`config.mk`:
```
export PLATFORM = sky130hd
export DESIGN_NAME = riscboy_ppu_pixel_agu_v2_flat
export DESIGN_NICKNAME = d
export VERILOG_FILES = /design/src/rtl/riscboy_ppu_pixel_agu_v2_pkg.sv /design/src/rtl/riscboy_ppu_pixel_agu_v2_if.sv /design/src/rtl/riscboy_ppu_pixel_agu_v2_fifo.sv /design/src/rtl/riscboy_ppu_pixel_agu_v2.sv /design/src/flat_wrapper.sv
export SDC_FILE = /design/constraint.sdc
export NUM_CORES = 1
export LEC_CHECK = 0
export BUFFER_PORTS_ARGS = -buffer_cell sky130_fd_sc_hd__buf_2
export CAP_MARGIN = 5
export CORE_MARGIN = 5
export CORE_UTILIZATION = 50
export CTS_CLUSTER_DIAMETER = 80
export DETAILED_ROUTE_END_ITERATION = 12
export PLACE_DENSITY = 0.76
export SETUP_SLACK_MARGIN = 0.5
export SLEW_MARGIN = 20
export SYNTH_ARGS = -nofsm -noshare
export SYNTH_HDL_FRONTEND = slang
export SYNTH_SLANG_ARGS = --single-unit
```
`constraint.sdc`:
```
create_clock -name clk -period 7.38 [get_ports clk]
set_input_delay 1.845 -clock clk [delete_from_list [all_inputs] [get_ports clk]]
set_output_delay 1.845 -clock clk [all_outputs]
set_load 0.05 [all_outputs]
```
`src/rtl/riscboy_ppu_pixel_agu_v2_pkg.sv`:
```
// Shared span types, pixel-size lookup and metadata layout for the PPU pixel AGU.
package riscboy_ppu_pixel_agu_v2_pkg;

  localparam int W_SPANTYPE = 3;

  typedef enum logic [W_SPANTYPE-1:0] {
    SPANTYPE_FILL  = 3'd0,
    SPANTYPE_BLIT  = 3'd1,
    SPANTYPE_TILE  = 3'd2,
    SPANTYPE_ABLIT = 3'd3,
    SPANTYPE_ATILE = 3'd4
  } spantype_t;

  localparam int W_PINFO_U = 4;
  localparam int W_PINFO   = W_PINFO_U + 2;

  typedef struct packed {
    logic                 reuse;
    logic                 discard;
    logic [W_PINFO_U-1:0] u;
  } pinfo_t;

  // pixmode 0: 16bpp, 1: 8bpp, 2: 4bpp, 3: 1bpp
  function automatic logic [2:0] mode_log_pixsize(input logic [1:0] pixmode);
    case (pixmode)
      2'd0:    return 3'd4;
      2'd1:    return 3'd3;
      2'd2:    return 3'd2;
      default: return 3'd0;
    endcase
  endfunction

endpackage

```
`src/rtl/riscboy_ppu_pixel_agu_v2_if.sv`:
```
// Bus read port and pixel metadata port of the PPU pixel AGU.
interface riscboy_ppu_pixel_agu_v2_if #(
  parameter int W_ADDR = 18
);
  logic              bus_addr_vld;
  logic              bus_addr_rdy;
  logic [W_ADDR-1:0] bus_addr;
  logic              bus_data_vld;
  logic              bus_data_drop;
  logic [3:0]        pinfo_u;
  logic              pinfo_discard;
  logic              pinfo_reuse;
  logic              pinfo_vld;
  logic              pinfo_rdy;

  modport master (
    output bus_addr_vld, bus_addr, bus_data_drop,
    output pinfo_u, pinfo_discard, pinfo_reuse, pinfo_vld,
    input  bus_addr_rdy, bus_data_vld, pinfo_rdy
  );

  modport slave (
    input  bus_addr_vld, bus_addr, bus_data_drop,
    input  pinfo_u, pinfo_discard, pinfo_reuse, pinfo_vld,
    output bus_addr_rdy, bus_data_vld, pinfo_rdy
  );
endinterface

```
`src/rtl/riscboy_ppu_pixel_agu_v2_fifo.sv`:
```
// Small show-ahead FIFO for pixel metadata; push while full is legal when popping.
module riscboy_ppu_pixel_agu_v2_fifo #(
  parameter int WIDTH = 6,
  parameter int DEPTH = 4
) (
  input  logic             clk,
  input  logic             rst_n,
  input  logic             push,
  input  logic [WIDTH-1:0] wdata,
  input  logic             pop,
  input  logic             flush,
  output logic [WIDTH-1:0] rdata,
  output logic             full,
  output logic             empty
);
  localparam int W_PTR = $clog2(DEPTH);

  logic [WIDTH-1:0] mem [DEPTH];
  logic [W_PTR:0]   wptr_reg;
  logic [W_PTR:0]   rptr_reg;
  logic [W_PTR:0]   level;

  assign level = wptr_reg - rptr_reg;
  assign full  = level == (W_PTR+1)'(DEPTH);
  assign empty = level == '0;
  assign rdata = mem[rptr_reg[W_PTR-1:0]];

  always_ff @(posedge clk or negedge rst_n) begin
    if (!rst_n) begin
      wptr_reg <= '0;
      rptr_reg <= '0;
    end else if (flush) begin
      wptr_reg <= '0;
      rptr_reg <= '0;
    end else begin
      if (push) wptr_reg <= wptr_reg + (W_PTR+1)'(1);
      if (pop)  rptr_reg <= rptr_reg + (W_PTR+1)'(1);
    end
  end

  always_ff @(posedge clk) begin
    if (push && !flush) mem[wptr_reg[W_PTR-1:0]] <= wdata;
  end
endmodule

```
`src/rtl/riscboy_ppu_pixel_agu_v2.sv`:
```
// PPU pixel address generator: blit/tile coords to aligned bus reads plus per-pixel metadata.
// Define RISCBOY_PPU_AGU_COALESCE_EN to skip refetching the last accepted bus word.
module riscboy_ppu_pixel_agu_v2
  import riscboy_ppu_pixel_agu_v2_pkg::*;
#(
  parameter int                W_COORD_SX  = 9,
  parameter int                W_COORD_UV  = 10,
  parameter int                W_SPAN_TYPE = 3,
  parameter int                W_ADDR      = 18,
  parameter int                W_BUS_DATA  = 16,
  parameter int                PINFO_DEPTH = 4,
  parameter logic [W_ADDR-1:0] ADDR_MASK   = '1
) (
  input  logic                   clk,
  input  logic                   rst_n,
  riscboy_ppu_pixel_agu_v2_if.master bus,
  input  logic                   span_start,
  input  logic                   span_abort,
  input  logic [W_COORD_SX-1:0]  span_count,
  input  logic [W_SPAN_TYPE-1:0] span_type,
  input  logic [1:0]             span_pixmode,
  input  logic [W_ADDR-1:0]      span_texture_ptr,
  input  logic [2:0]             span_texsize,
  input  logic                   span_tilesize,
  input  logic                   span_ablit_halfsize,
  output logic                   span_done,
  input  logic [W_COORD_UV-1:0]  cgen_u,
  input  logic [W_COORD_UV-1:0]  cgen_v,
  input  logic                   cgen_vld,
  output logic                   cgen_rdy,
  input  logic [3:0]             tinfo_u,
  input  logic [3:0]             tinfo_v,
  input  logic [7:0]             tinfo_tilenum,
  input  logic                   tinfo_discard,
  input  logic                   tinfo_vld,
  output logic                   tinfo_rdy
);
  localparam int W_IDX      = (2 * W_COORD_UV > 16) ? 2 * W_COORD_UV : 16;
  localparam int W_BITOFF   = W_IDX + 4;
  localparam int W_ALIGN    = $clog2(W_BUS_DATA / 8);
  localparam int W_INFLIGHT = $clog2(PINFO_DEPTH) + 1;
  localparam logic [W_ADDR-1:0] ALIGN_MASK = ~W_ADDR'((1 << W_ALIGN) - 1);

  logic                   span_done_reg;
  logic [W_COORD_SX-1:0]  count_reg;
  logic [W_SPAN_TYPE-1:0] type_reg;
  logic [1:0]             pixmode_reg;
  logic [W_ADDR-1:0]      ptr_reg;
  logic [2:0]             texsize_reg;
  logic                   tilesize_reg;
  logic [W_INFLIGHT-1:0]  inflight_reg;
  logic [W_INFLIGHT-1:0]  drop_count_reg;

  logic                  is_tile, in_vld, pix_discard, oob, hit, active, issue, accept, addr_vld;
  logic [W_COORD_UV-1:0] mask;
  logic [W_IDX-1:0]      idx_blit, idx_tile, idx;
  logic [W_BITOFF-1:0]   bitoff;
  logic [W_ADDR-1:0]     addr_sum, pix_addr;
  logic                  fifo_full, fifo_empty, fifo_pop;
  pinfo_t                pinfo_wr, pinfo_rd;

  assign is_tile = (type_reg == W_SPAN_TYPE'(SPANTYPE_TILE)) || (type_reg == W_SPAN_TYPE'(SPANTYPE_ATILE));
  assign in_vld  = is_tile ? tinfo_vld : cgen_vld;

  // Blit texture is square, side 8<<texsize; coords outside it fetch nothing
  assign mask     = W_COORD_UV'((32'd8 << texsize_reg) - 32'd1);
  assign oob      = (|(cgen_u & ~mask)) || (|(cgen_v & ~mask));
  assign idx_blit = W_IDX'(cgen_u & mask) | (W_IDX'(cgen_v & mask) << ({1'b0, texsize_reg} + 4'd3));
  assign idx_tile = tilesize_reg ? W_IDX'({tinfo_tilenum, tinfo_v, tinfo_u})
                                 : W_IDX'({tinfo_tilenum, tinfo_v[2:0], tinfo_u[2:0]});
  assign idx      = is_tile ? idx_tile : idx_blit;
  assign bitoff   = W_BITOFF'(idx) << mode_log_pixsize(pixmode_reg);
  assign addr_sum = ptr_reg + W_ADDR'(bitoff >> 3);
  assign pix_addr = addr_sum & ALIGN_MASK & ADDR_MASK;

  assign pix_discard = is_tile ? tinfo_discard : oob;

`ifdef RISCBOY_PPU_AGU_COALESCE_EN
  logic              coal_vld_reg;
  logic [W_ADDR-1:0] coal_addr_reg;

  assign hit = coal_vld_reg && (coal_addr_reg == pix_addr) && !pix_discard;

  always_ff @(posedge clk or negedge rst_n) begin
    if (!rst_n) begin
      coal_vld_reg  <= 1'b0;
      coal_addr_reg <= '0;
    end else if (span_abort || span_start) begin
      coal_vld_reg  <= 1'b0;
    end else if (accept) begin
      coal_vld_reg  <= 1'b1;
      coal_addr_reg <= pix_addr;
    end
  end
`else
  assign hit = 1'b0;
`endif

  // Abort withdraws any unaccepted request in the same cycle
  assign fifo_pop = bus.pinfo_vld && bus.pinfo_rdy;
  assign active   = !span_done_reg && !span_abort && in_vld && (!fifo_full || fifo_pop);
  assign addr_vld = active && !pix_discard && !hit;
  assign accept   = addr_vld && bus.bus_addr_rdy;
  assign issue    = active && (pix_discard || hit || bus.bus_addr_rdy);

  assign bus.bus_addr_vld  = addr_vld;
  assign bus.bus_addr      = addr_vld ? pix_addr : '0;
  assign bus.bus_data_drop = bus.bus_data_vld && (drop_count_reg != '0);
  assign cgen_rdy  = issue && !is_tile;
  assign tinfo_rdy = issue && is_tile;
  assign span_done = span_done_reg;

  assign pinfo_wr = '{reuse: hit, discard: pix_discard, u: is_tile ? tinfo_u : cgen_u[3:0]};

  riscboy_ppu_pixel_agu_v2_fifo #(
    .WIDTH (W_PINFO),
    .DEPTH (PINFO_DEPTH)
  ) u_pinfo_fifo (
    .clk   (clk),
    .rst_n (rst_n),
    .push  (issue),
    .wdata (pinfo_wr),
    .pop   (fifo_pop),
    .flush (span_abort),
    .rdata (pinfo_rd),
    .full  (fifo_full),
    .empty (fifo_empty)
  );

  assign bus.pinfo_vld     = !fifo_empty;
  assign bus.pinfo_u       = pinfo_rd.u;
  assign bus.pinfo_discard = pinfo_rd.discard;
  assign bus.pinfo_reuse   = pinfo_rd.reuse;

  always_ff @(posedge clk or negedge rst_n) begin
    if (!rst_n) begin
      span_done_reg <= 1'b1;
      count_reg     <= '0;
      type_reg      <= '0;
      pixmode_reg   <= '0;
      ptr_reg       <= '0;
      texsize_reg   <= '0;
      tilesize_reg  <= 1'b0;
    end else if (span_abort) begin
      span_done_reg <= 1'b1;
    end else if (span_start) begin
      span_done_reg <= span_type == W_SPAN_TYPE'(SPANTYPE_FILL);
      count_reg     <= span_count;
      type_reg      <= span_type;
      pixmode_reg   <= span_pixmode;
      ptr_reg       <= span_texture_ptr;
      texsize_reg   <= (span_type == W_SPAN_TYPE'(SPANTYPE_ABLIT) && span_ablit_halfsize)
                       ? span_texsize - 3'd1 : span_texsize;
      tilesize_reg  <= span_tilesize;
    end else if (issue) begin
      if (count_reg == '0) span_done_reg <= 1'b1;
      else                 count_reg     <= count_reg - W_COORD_SX'(1);
    end
  end

  // All outstanding responses, old drops included, are discarded after an abort
  always_ff @(posedge clk or negedge rst_n) begin
    if (!rst_n) begin
      inflight_reg   <= '0;
      drop_count_reg <= '0;
    end else begin
      inflight_reg <= inflight_reg + W_INFLIGHT'(accept) - W_INFLIGHT'(bus.bus_data_vld);
      if (span_abort)
        drop_count_reg <= inflight_reg - W_INFLIGHT'(bus.bus_data_vld);
      else if (bus.bus_data_vld && drop_count_reg != '0)
        drop_count_reg <= drop_count_reg - W_INFLIGHT'(1);
    end
  end
endmodule

```
`src/flat_wrapper.sv`:
```
// flat-port wrapper written by rule: the top's interface ports become plain ports
module riscboy_ppu_pixel_agu_v2_flat import riscboy_ppu_pixel_agu_v2_pkg::*;
#(
  parameter int                W_COORD_SX  = 9,
  parameter int                W_COORD_UV  = 10,
  parameter int                W_SPAN_TYPE = 3,
  parameter int                W_ADDR      = 18,
  parameter int                W_BUS_DATA  = 16,
  parameter int                PINFO_DEPTH = 4,
  parameter logic [W_ADDR-1:0] ADDR_MASK   = '1
)
  (clk, rst_n, span_start, span_abort, span_count, span_type, span_pixmode, span_texture_ptr, span_texsize, span_tilesize, span_ablit_halfsize, span_done, cgen_u, cgen_v, cgen_vld, cgen_rdy, tinfo_u, tinfo_v, tinfo_tilenum, tinfo_discard, tinfo_vld, tinfo_rdy, bus_bus_addr_vld, bus_bus_addr, bus_bus_data_drop, bus_pinfo_u, bus_pinfo_discard, bus_pinfo_reuse, bus_pinfo_vld, bus_bus_addr_rdy, bus_bus_data_vld, bus_pinfo_rdy);
  riscboy_ppu_pixel_agu_v2_if #(.W_ADDR(W_ADDR)) bus_i ();
  input  logic clk;
  input  logic rst_n;
  input  logic span_start;
  input  logic span_abort;
  input  logic [W_COORD_SX-1:0] span_count;
  input  logic [W_SPAN_TYPE-1:0] span_type;
  input  logic [1:0] span_pixmode;
  input  logic [W_ADDR-1:0] span_texture_ptr;
  input  logic [2:0] span_texsize;
  input  logic span_tilesize;
  input  logic span_ablit_halfsize;
  output logic span_done;
  input  logic [W_COORD_UV-1:0] cgen_u;
  input  logic [W_COORD_UV-1:0] cgen_v;
  input  logic cgen_vld;
  output logic cgen_rdy;
  input  logic [3:0] tinfo_u;
  input  logic [3:0] tinfo_v;
  input  logic [7:0] tinfo_tilenum;
  input  logic tinfo_discard;
  input  logic tinfo_vld;
  output logic tinfo_rdy;
  output wire logic [$bits(bus_i.bus_addr_vld)-1:0] bus_bus_addr_vld;
  output wire logic [$bits(bus_i.bus_addr)-1:0] bus_bus_addr;
  output wire logic [$bits(bus_i.bus_data_drop)-1:0] bus_bus_data_drop;
  output wire logic [$bits(bus_i.pinfo_u)-1:0] bus_pinfo_u;
  output wire logic [$bits(bus_i.pinfo_discard)-1:0] bus_pinfo_discard;
  output wire logic [$bits(bus_i.pinfo_reuse)-1:0] bus_pinfo_reuse;
  output wire logic [$bits(bus_i.pinfo_vld)-1:0] bus_pinfo_vld;
  input wire logic [$bits(bus_i.bus_addr_rdy)-1:0] bus_bus_addr_rdy;
  input wire logic [$bits(bus_i.bus_data_vld)-1:0] bus_bus_data_vld;
  input wire logic [$bits(bus_i.pinfo_rdy)-1:0] bus_pinfo_rdy;
  assign bus_bus_addr_vld = bus_i.bus_addr_vld;
  assign bus_bus_addr = bus_i.bus_addr;
  assign bus_bus_data_drop = bus_i.bus_data_drop;
  assign bus_pinfo_u = bus_i.pinfo_u;
  assign bus_pinfo_discard = bus_i.pinfo_discard;
  assign bus_pinfo_reuse = bus_i.pinfo_reuse;
  assign bus_pinfo_vld = bus_i.pinfo_vld;
  assign bus_i.bus_addr_rdy = bus_bus_addr_rdy;
  assign bus_i.bus_data_vld = bus_bus_data_vld;
  assign bus_i.pinfo_rdy = bus_pinfo_rdy;
  riscboy_ppu_pixel_agu_v2 #(.W_COORD_SX(W_COORD_SX), .W_COORD_UV(W_COORD_UV), .W_SPAN_TYPE(W_SPAN_TYPE), .W_ADDR(W_ADDR), .W_BUS_DATA(W_BUS_DATA), .PINFO_DEPTH(PINFO_DEPTH), .ADDR_MASK(ADDR_MASK)) u_core (.clk(clk), .rst_n(rst_n), .bus(bus_i), .span_start(span_start), .span_abort(span_abort), .span_count(span_count), .span_type(span_type), .span_pixmode(span_pixmode), .span_texture_ptr(span_texture_ptr), .span_texsize(span_texsize), .span_tilesize(span_tilesize), .span_ablit_halfsize(span_ablit_halfsize), .span_done(span_done), .cgen_u(cgen_u), .cgen_v(cgen_v), .cgen_vld(cgen_vld), .cgen_rdy(cgen_rdy), .tinfo_u(tinfo_u), .tinfo_v(tinfo_v), .tinfo_tilenum(tinfo_tilenum), .tinfo_discard(tinfo_discard), .tinfo_vld(tinfo_vld), .tinfo_rdy(tinfo_rdy));
endmodule
```
After elaboration in Yosys (flattened, before gate mapping)
Memories as Yosys holds them, arrays and structs flattened.
Index checks and enable logic that the tools add are counted.
{ "word_totals": {"regBits": 49, "ram_bits": 20, "output_inout_bits": 30, "mem_count": 1} }
{ "memory_table": {"columns": ["name", "words", "width", "read_ports", "rd_ports_with_merged_regs", "wr", "line", "text"], "rows": [
  ["u_core.u_pinfo_fifo.mem", 4, 5, 1, 0, 1, "riscboy_ppu_pixel_agu_v2_fifo.sv:18", "logic [WIDTH-1:0] mem [DEPTH];"]
]} }
{ "op_classes": {"addsub": 12, "shift": 3, "eq_ne": 7, "bitwise": 7, "reduce_logical": 38, "muxes": 23} }
{ "ops": {"columns": ["operator", "count"], "rows": [
  ["$and A10 B10 Y10", 4],
  ["$mux W9", 3],
  ["$mux W3", 7],
  ["$shl A20 B3 Y21", 1],
  ["$mux W20", 1],
  ["$or A20 B20 Y20", 1],
  ["$reduce_or A10 Y1", 2],
  ["$shl A20 B4 Y20", 1],
  ["$add A18 B18 Y18", 1],
  ["$mux W18", 1],
  ["$mux W16", 1],
  ["$logic_and A1 B1 Y1", 12],
  ["$not A10 Y10", 1],
  ["$shl A4 B3 Y10 const A", 1],
  ["$sub A10 B1 Y10 const B", 1],
  ["$logic_not A9 Y1", 1],
  ["$pmux W3 S3", 1],
  ["$reduce_bool A3 Y1", 3],
  ["$sub A9 B1 Y9 const B", 1],
  ["$mux W1", 8],
  ["$reduce_bool A2 Y1", 4],
  ["$add A3 B1 Y3 const B", 2],
  ["$eq A3 B2 Y1 const B", 2],
  ["$eq A3 B3 Y1 const B", 2],
  ["16 further kinds", 28]
]} }

Depth between registers and ports, before layout
Gate-level depths: netlist of run 1.
{ "depth": {"ltp_word": 12, "ltp_mapped": 26, "mapped_depth_nobuf": 24} }

Cells and area by module
A second synthesis of run 1 with hierarchy kept.
{ "hier_totals": {"cells_unflattened": 733, "hier_area_um2": 6466.2} }
{ "modules_own_cells": {"columns": ["module", "area_per_inst_um2", "cells_each", "instances"], "rows": [
  ["riscboy_ppu_pixel_agu_v2", 5191.2, 660, 1],
  ["riscboy_ppu_pixel_agu_v2_fifo", 1275.0, 73, 1]
]} }

Worst setup path before layout of run 1
Ideal clock, no wire load.
{ "synth_timing": {"path_type": "input-to-output", "from": "in cgen_v[5]", "to": "out bus_bus_addr[14]", "slack_ns": -0.870, "arrival_time_ns": 6.405, "path_stages": 18, "path_cell_list": "or4bb_1 > o21a_1 > mux4_2 > o21ba_2 > o221ai_1 > o21ai_0 > o21ai_0 > o21ai_0 > mux2i_1 > ha_1 > and2_1 > a21bo_2 > a21oi_1 > o21ai_0 > a21oi_1 > o311a_1 > o21a_1 > nor3_1"} }
{ "synth_via": {"elab_chain_len": 7, "elab_cells_between_ends": 13, "classes_between": "add/sub (1); shift (2); mux (3); bitwise (3); reduce/logical (4)"} }
{ "synth_lines": {"columns": ["element", "line", "text"], "rows": [
  ["start: declaration", "flat_wrapper.sv:27", "input logic [W_COORD_UV-1:0] cgen_v;"],
  ["$and A10 B10 Y10 (on tied branches)", "riscboy_ppu_pixel_agu_v2.sv:68, riscboy_ppu_pixel_agu_v2.sv:67", null],
  ["$shl A20 B4 Y20 or $reduce_or A10 Y1 (tied branches)", "riscboy_ppu_pixel_agu_v2.sv:68, riscboy_ppu_pixel_agu_v2.sv:67", null],
  ["$or A20 B20 Y20 or $logic_or A1 B1 Y1 (tied branches)", "riscboy_ppu_pixel_agu_v2.sv:68, riscboy_ppu_pixel_agu_v2.sv:67", null],
  ["$mux W20 or $mux W1 (tied branches)", "riscboy_ppu_pixel_agu_v2.sv:71, riscboy_ppu_pixel_agu_v2.sv:76", null],
  ["$shl A20 B3 Y21 or $logic_not A1 Y1 (tied branches)", "riscboy_ppu_pixel_agu_v2.sv:72, riscboy_ppu_pixel_agu_v2.sv:102", null],
  ["$add A18 B18 Y18 or $logic_and A1 B1 Y1 (tied branches)", "riscboy_ppu_pixel_agu_v2.sv:73, riscboy_ppu_pixel_agu_v2.sv:102", null],
  ["$mux W18 *", "riscboy_ppu_pixel_agu_v2.sv:107", "assign bus.bus_addr = addr_vld ? pix_addr : '0;"],
  ["end: declaration", "flat_wrapper.sv:37", "output wire logic [$bits(bus_i.bus_addr)-1:0] bus_bus_addr;"]
]} }
Mark *: on every way between the ends. The rest lies on a longest branch, timed or not.

Worst setup path after layout of run 1
{ "layout_timing": {"from": "in cgen_v[5]", "to": "out bus_bus_addr[11]"} }
The elaborated chain is that of the path after synthesis.

==> results of run 1 <==
[through the flow]
stage / utilization [%] / setup slack, ns / instances / power, W / hold slack, ns
final: 69.7 / -0.536 / 1113 / 0.00300 / 0.500
after global routing: 69.7 / -0.657 / 1113 / 0.00318 / 0.525
after floorplan: - / -0.112 / 736 / 0.00159 / 0.467
after global placement: 62.2 / -0.519 / 1071 / 0.00209 / 0.485
after CTS: 68.2 / -0.357 / 1105 / 0.00279 / 0.500
after detailed placement: 62.2 / -0.620 / 1071 / 0.00213 / 0.487
[cell type report]
cell class | instances | area, µm² | share of cell area (%)
clock buffer | 10 | 229 | 2.63
multi-input combinational | 580 | 4610 | 52.8
sequential | 69 | 1830 | 21.0
timing repair buffer | 232 | 1590 | 18.2
inverter | 44 | 168 | 1.92
tap | 172 | 215 | 2.47
clock inverter | 6 | 87.6 | 1.00
[kinds of logic after synthesis]
family,synth area share [%]
AND/OR/NAND/NOR,18.5
AO/OA/AOI/OAI,21.6
buffers and inverters,5.58
flip-flops,28.9
multiplexers,13.4
adder cells (fa/ha/maj),8.55
XOR/XNOR,3.44
other,0.0593
[worst paths after layout]
check,from,endpoint,slack (ns),depth (start not counted)
setup / recovery,cgen_v[5],bus_bus_addr[11],-0.54,22
hold / removal,u_core.count_reg[8],u_core.count_reg[8],0.50,1
setup reg to reg,u_core.texsize_reg[1],u_core.count_reg[2],2.91,15
hold reg to reg,u_core.count_reg[8],u_core.count_reg[8],0.50,1
max in group asynchronous,rst_n,u_core.tilesize_reg,5.26,2
min in group asynchronous,rst_n,u_core.drop_count_reg[2],1.60,2
[worst reg2reg max path, delay by kind of cell, from the launching register on]
kind	cells	cell delay, ns
adders and majority gates	2	0.45
xor gates and xnor gates	1	0.10
AOI/OAI and AO/OA	6	2.45
DFF	1	0.42
buffers and inverters	3	0.46
and+or+nand+nor	3	0.52
[per-layer routing]
layer  global-route usage [%]  vias up
li1                         -     3116
met1                     34.3     3127
met2                     44.0      401
met3                     4.79       97
met4                     11.8        2
met5                        0        -
[what timing repair did]
action                     CTS  global route
setup endpoints to repair   15            16
setup buffers               18             8
hold endpoints to repair     0             0
gates resized for setup     79            32
hold buffers                 0             0
pin swaps                   40            20
[report_power, final]
| part | internal [W] | switching (W) |
|---|---|---|
| clock | 0.000295 | 0.000175 |
| combinational | 0.000925 | 0.00108 |
| sequential | 0.000462 | 0.0000637 |
[cells in the final DEF, fill, tap and decap left out, types with 9 or more instances in the layout]
cell         n
buf_4      121
buf_2       94
nand2_1     62
o21ai_0     49
nor2_1      48
dfrtp_1     48
inv_1       39
ha_1        38
a21oi_1     32
mux2_2      30
mux2i_1     25
edfxtp_1    20
nand3_1     18
xnor2_1     14
nor3_1      13
and2_1      13
buf_6       13
o21ai_2     12
a21oi_2     10
mux4_2      10
a21o_1       9
nand2b_1     9
o211ai_1     9
clkbuf_16    9
==> results by group, run 1 <==
Run status
  • Status: finished with violations
  • Failing checks: negative setup slack

Setup path
  • CP Class: in -> out
  • CP max-delay cell: mux4_2
  • Critical path cell sequence: buf_6, or4bb_4, o21a_1, mux4_2, o21ba_4, o221ai_2, o21ai_2, mux2i_2, buf_4, o21ai_2, mux2i_1, ha_1, buf_4, a21oi_4, o21ai_2, and3_4, buf_4, o211ai_1, nand2b_1, xnor2_2, nor2_4, buf_8
  • Critical path startpoint category: input pin
  • Highest net fanout along the worst path: 3
  • Largest delay share family, worst path: compound AO/OA/AOI/OAI gates
  • CP Buf/Inv Count: 5
  • Critical Path RT: 5.54 ns
  • Max incr delay on CP: 0.47 ns
  • CP Capture Type: output port
  • Critical Path AT: 6.07 ns

Global route
  • Largest net degree at the start of global routing: 50
  • Global-route wire length before repair: 31,600 µm
  • Grt ovf: 0
  • Vias in the first global route: 6,502
  • Total GRT Usage: 26.7%
  • Initial antenna violation count: 1

Final layout
  • ANT cells: 0
  • Largest register FFs: 20
  • Final nets: 1,061
  • Fillers: 985
  • Layout cells sized above 1: 39.7%
  • Design area: 8720 µm²
  • Area Growth Syn to Fin: 37.9%

CTS
  • H-tree levels: 3
  • Sink Count: 69
  • TritonCTS Buffers: 9
  • Root buf cell: clkbuf_16
  • Clock transition at path regs: 0.06 ns
  • CTS tree: built
  • Clock Path Buffers: 2
  • Clk Latency, worst-skew pair: 0.35 ns

Timing
  • Max Freq: 126 MHz
  • Layout Skew: 0.0101 ns
  • Relative slew margins: 40.5%
  • RSZ-0062 raised after global routing: yes
  • Final worst slack: -0.536 ns
  • Pins Over Slew Limit: 0
  • Setup TNS: -4.17 ns
  • Minimum clock period: 7.92 ns
  • Final hold vios: 0
  • Final Cycle Share: 107%
  • Measured slew at the worst slew-check pin: 0.893 ns
  • # setup viols final: 11

Synthesis
  • Synthesized instance count: 735
  • Post-synth EDFFs: 20
  • Area share of the largest cell type after synthesis: 19.0%
  • Sequential share of the synthesized area: 28.9%
  • Syn. warnings: 0
  • Yosys cell types: 79
  • Most common cell in the netlist: nand2_1
  • Asr flop ratio synth: 71.0%
  • Largest area contributor in the netlist: dfrtp_1
  • Synthesized area: 6320 µm²
  • Prevailing post-synth register cell: dfrtp_1
  • Synth top cells by count: 63 x nand2_1, 62 x o21ai_0, 52 x nor2_1
  • Syn_area_per_cell: 8.60 µm²
  • #FFs+latches synth: 69
  • Synth area leaders: dfrtp_1 19%, edfxtp_1 9.5%, ha_1 7.9%, mux2_2 5.5%, o21ai_0 4.9%

Place
  • Detailed Place HPWL: 14,200 µm
  • Port bufs: 110
  • GPL Wtd Cong: 0.990
  • Placed cell area: 7780 µm²

Drt
  • Met1 wire length: 8440 µm
  • Vias: 6,743
  • DR WL met3: 1890 µm
  • Detailed-route wire length per cell: 18.9 µm
  • Drt first-iter violations: 664
  • Pre-antenna DRT Iters: 6
  • Remaining antenna violation count: 0
  • Final wirelength: 21,100 µm
  • DRC Markers: 0
  • Uppermost layer routed: met5
  • DR vias/cell: 6.06
  • DR WL met2: 9710 µm

Run
  • Max-cap viol count: 0

Power
  • Max IR drop VDD: 0.187 mV
  • PwrDens: 344 nW/µm²
  • Lkg Pwr: 3.92 nW

Floorplanning
  • Die height: 122 µm
  • Initial Util: 50.5%
  • Die Span X: 122 µm
  • Row count: 41
  • Die footprint: 15,000 µm²
  • Boundary Pins: 113
  • Core ar.: 12,500 µm²

Hold path
  • Hold Crit Class: reg -> reg
(Power assumes the default switching activity.)
==> run 2, diff against run 1 <==
--- a/config.mk
+++ b/config.mk
@@ -9,11 +9,11 @@
 export CAP_MARGIN = 5
 export CORE_MARGIN = 5
 export CORE_UTILIZATION = 50
-export CTS_CLUSTER_DIAMETER = 80
 export DETAILED_ROUTE_END_ITERATION = 12
-export PLACE_DENSITY = 0.76
+export PLACE_DENSITY = 0.75
 export SETUP_SLACK_MARGIN = 0.5
 export SLEW_MARGIN = 20
 export SYNTH_ARGS = -nofsm -noshare
 export SYNTH_HDL_FRONTEND = slang
+export SYNTH_HIERARCHICAL = 1
 export SYNTH_SLANG_ARGS = --single-unit
==> constraint.sdc (replaced) <==
create_clock -name clk -period 7.1 [get_ports clk]
set_input_delay 1.775 -clock clk [delete_from_list [all_inputs] [get_ports clk]]
set_output_delay 1.775 -clock clk [all_outputs]
set_load 0.05 [all_outputs]
==> run 2 against run 1 <==
Flip-flop and latch count increased by 4. Critical path type unchanged. Sequential power increased by 8.4%. Critical path depth decreased by 1. Die area increased by 2.1%. The flow still finishes with violations (negative setup slack). Total power increased by 15%. Register-to-register slack got worse by 0.39 ns. First-iteration DRC count increased by 10%. Core utilization increased by 2.3 points. Hold slack improved by 0.016 ns. Combinational power increased by 19%. Setup slack improved by 0.18 ns. Non-clock buffer count decreased by 7.
==> results by group, run 2 <==
Drt
  • Final wirelength: 22,900 µm
  • Remaining antenna violation count: 0
  • Drt first-iter violations: 731
  • Pre-antenna DRT Iters: 5
  • Detailed-route wire length per cell: 20.6 µm
  • DR vias/cell: 6.08
  • DRC Markers: 0
  • Vias: 6,760

Synthesis
  • Prevailing post-synth register cell: dfrtp_1
  • Syn_area_per_cell: 8.82 µm²
  • Largest area contributor in the netlist: dfrtp_1
  • Synthesized area: 6470 µm²
  • Asr flop ratio synth: 67.1%
  • Area share of the largest cell type after synthesis: 18.6%
  • Sequential share of the synthesized area: 30.1%
  • Yosys cell types: 86
  • Syn. warnings: 6
  • Post-synth EDFFs: 24
  • Synthesized instance count: 733
  • Synth top cells by count: 66 x nor2_1, 52 x nand2_1, 48 x dfrtp_1
  • Most common cell in the netlist: nor2_1
  • #FFs+latches synth: 73
  • Synth area leaders: dfrtp_1 19%, edfxtp_1 11%, ha_1 7.7%, mux2_2 4.9%, mux2i_1 4.3%

Timing
  • Final Cycle Share: 105%
  • # setup viols final: 13
  • Measured slew at the worst slew-check pin: 0.803 ns
  • Max Freq: 134 MHz
  • Layout Skew: 0.0115 ns
  • Relative slew margins: 45.1%
  • Minimum clock period: 7.46 ns
  • Final hold vios: 0
  • RSZ-0062 raised after global routing: yes
  • Pins Over Slew Limit: 0
  • Final worst slack: -0.359 ns

Final layout
  • Most frequent cells in the layout: 105 x buf_4, 93 x buf_2, 55 x nor2_1, 48 x dfrtp_1, 47 x nand2_1
  • Layout cells sized above 1: 42.1%
  • ANT cells: 0
  • Area Growth Syn to Fin: 41.0%
  • Commonest non-fill, non-tap cell in the layout: buf_4
  • Final std cells w/o fill: 1,111
  • Final nets: 1,059
  • Largest register FFs: 24
  • Final Core Density: 72.0%

Hold path
  • Hold Crit Start: u_core/count_reg[6]
  • Hold Path Depth: 1
  • Hold Crit Class: reg -> reg
  • Hold endpoint: u_core/count_reg[6]

Floorplanning
  • Initial Util: 51.0%
  • Boundary Pins: 113
  • Row count: 41
  • Die Span X: 124 µm
  • Die height: 124 µm
  • Die footprint: 15,300 µm²
  • Core ar.: 12,700 µm²

Global route
  • Grt ovf: 0
  • Global-route wire length before repair: 33,200 µm
  • Initial antenna violation count: 0
  • Total GRT Usage: 27.7%
  • Largest net degree at the start of global routing: 50
  • Vias in the first global route: 6,626

Setup path
  • RR Endpoint: u_core/inflight_reg[2]
  • Critical path startpoint category: input pin
  • CP Buf/Inv Count: 5
  • CP Class: in -> out
  • Critical Path RT: 5.33 ns
  • RR Startpoint: u_core/texsize_reg[1]
  • Highest net fanout along the worst path: 4
  • Max incr delay on CP: 0.38 ns
  • Critical Path AT: 5.68 ns
  • CP Capture Type: output port
  • CP max-delay cell: a311o_1
  • Critical path cell sequence: buf_2, mux2_4, nand2b_4, a311o_1, buf_4, a221o_1, o21ai_2, o21ai_2, ha_1, buf_4, a21oi_2, nor2_2, o21ai_2, a211o_1, o31ai_4, buf_4, a311oi_4, o21bai_1, xnor2_1, nor2_4, buf_8
  • Reg-to-reg slack, setup: 2.52 ns
  • Reg2reg path depth: 19
  • Largest delay share family, worst path: compound AO/OA/AOI/OAI gates

Power
  • PwrDens: 377 nW/µm²
  • Max IR drop VDD: 0.364 mV
  • Lkg Pwr: 3.98 nW

Run
  • Max-cap viol count: 0

CTS
  • H-tree levels: 3
  • Sink Count: 73
  • Clock transition at path regs: 0.07 ns
  • CTS tree: built
  • Clock Path Buffers: 2
  • TritonCTS Buffers: 9
  • CTS Hold Bufs: 0
  • Root buf cell: clkbuf_16
  • Clk Latency, worst-skew pair: 0.35 ns

Place
  • Port bufs: 111
  • Detailed Place HPWL: 15,200 µm
  • GPL Wtd Cong: 1.00
  • Placed Instances: 1,065

Run status
  • Status: finished with violations
  • Failing checks: negative setup slack
-- run 2: changes by cell type after synthesis, sizes merged, moves of 5 or more --
cell,before,now
a21oi,44,36
and3,9,4
nand2,63,52
nand4,8,3
nor2,52,66
nor2b,10,16
o2111ai,1,7
o211ai,9,14
o21ai,66,56
or2,1,7
-- run 2: worst max-delay path by stage --
stage	startpoint	endpoint	slack, ns	depth (start not counted)
2_1_floorplan	cgen_v[5]	bus_bus_addr[14]	0.05	18
3_3_place_gp	cgen_v[0]	bus_bus_addr[16]	-0.40	20
3_5_place_dp	cgen_v[0]	bus_bus_addr[16]	-0.46	20
4_1_cts	cgen_v[4]	bus_bus_addr[16]	-0.11	21
5_1_grt	cgen_v[4]	bus_bus_addr[16]	-0.47	21
6_report	cgen_v[1]	bus_bus_addr[15]	-0.36	21
-- run 2: per-layer routing --
metal	share of wire, %	vias up	GRT usage, %
met1	41	3291	35.4
met5	0	-	0
met2	49	305	46.5
met4	3.6	0	11.3
met3	6.4	54	4.77
li1	-	3110	-
-- run 2: power breakdown --
part	internal [W]	switching [W]	total, W
Combinational	0.00109	0.00129	0.00238
Sequential	0.000500	0.0000695	0.000570
Clock	0.000280	0.000205	0.000485
Total	0.00187	0.00156	0.00343
-- run 2: per-stage QoR --
step	setup WS, ns	total power, W	setup TNS, ns	area, µm²	hold WS, ns
after CTS	-0.113	0.00308	-0.478	8710	0.518
after global placement	-0.399	0.00230	-2.64	7960	0.485
after floorplan	0.0525	0.00176	0	6750	0.464
final	-0.359	0.00343	-2.64	9120	0.515
after detailed placement	-0.464	0.00235	-2.85	7960	0.499
after global routing	-0.474	0.00360	-3.78	9120	0.541
-- run 2: what timing repair did --
action,in CTS,in global routing
gates resized for setup,90,59
buffers inserted,11,19
pin swaps,39,29
endpoints found under the setup margin,14,15
-- run 2: area by class of cell --
class                           instances  area, µm²
Sequential cell                        73       1950
Fill cell                             944       3550
Multi-Input combinational cell        583       4910
Timing Repair Buffer                  225       1580
Tap cell                              172        215
Clock buffer                            9        225
Inverter                               42        160
Clock inverter                          7       83.8
-- run 2: worst reg2reg max path: cells and delay by family (launching register included) --
| family | cells | cell delay, ns |
|---|---|---|
| compound gates | 3 | 1.14 |
| fa+ha+maj | 5 | 1.16 |
| flops | 1 | 0.38 |
| xor+xnor | 2 | 0.33 |
| buf+inv | 6 | 0.79 |
| simple gates | 3 | 0.71 |
-- run 2: logic make-up after synthesis --
| logic type | Yosys count | share of synthesized area [%] |
|---|---|---|
| buffers and inverters | 81 | 5.03 |
| multiplexers | 67 | 12.7 |
| adder cells (fa/ha/maj) | 42 | 8.36 |
| AO/OA/AOI/OAI | 209 | 22.2 |
| XOR/XNOR | 27 | 3.66 |
| other | 1 | 0.0580 |
| flip-flops | 73 | 30.1 |
| AND/OR/NAND/NOR | 233 | 17.9 |
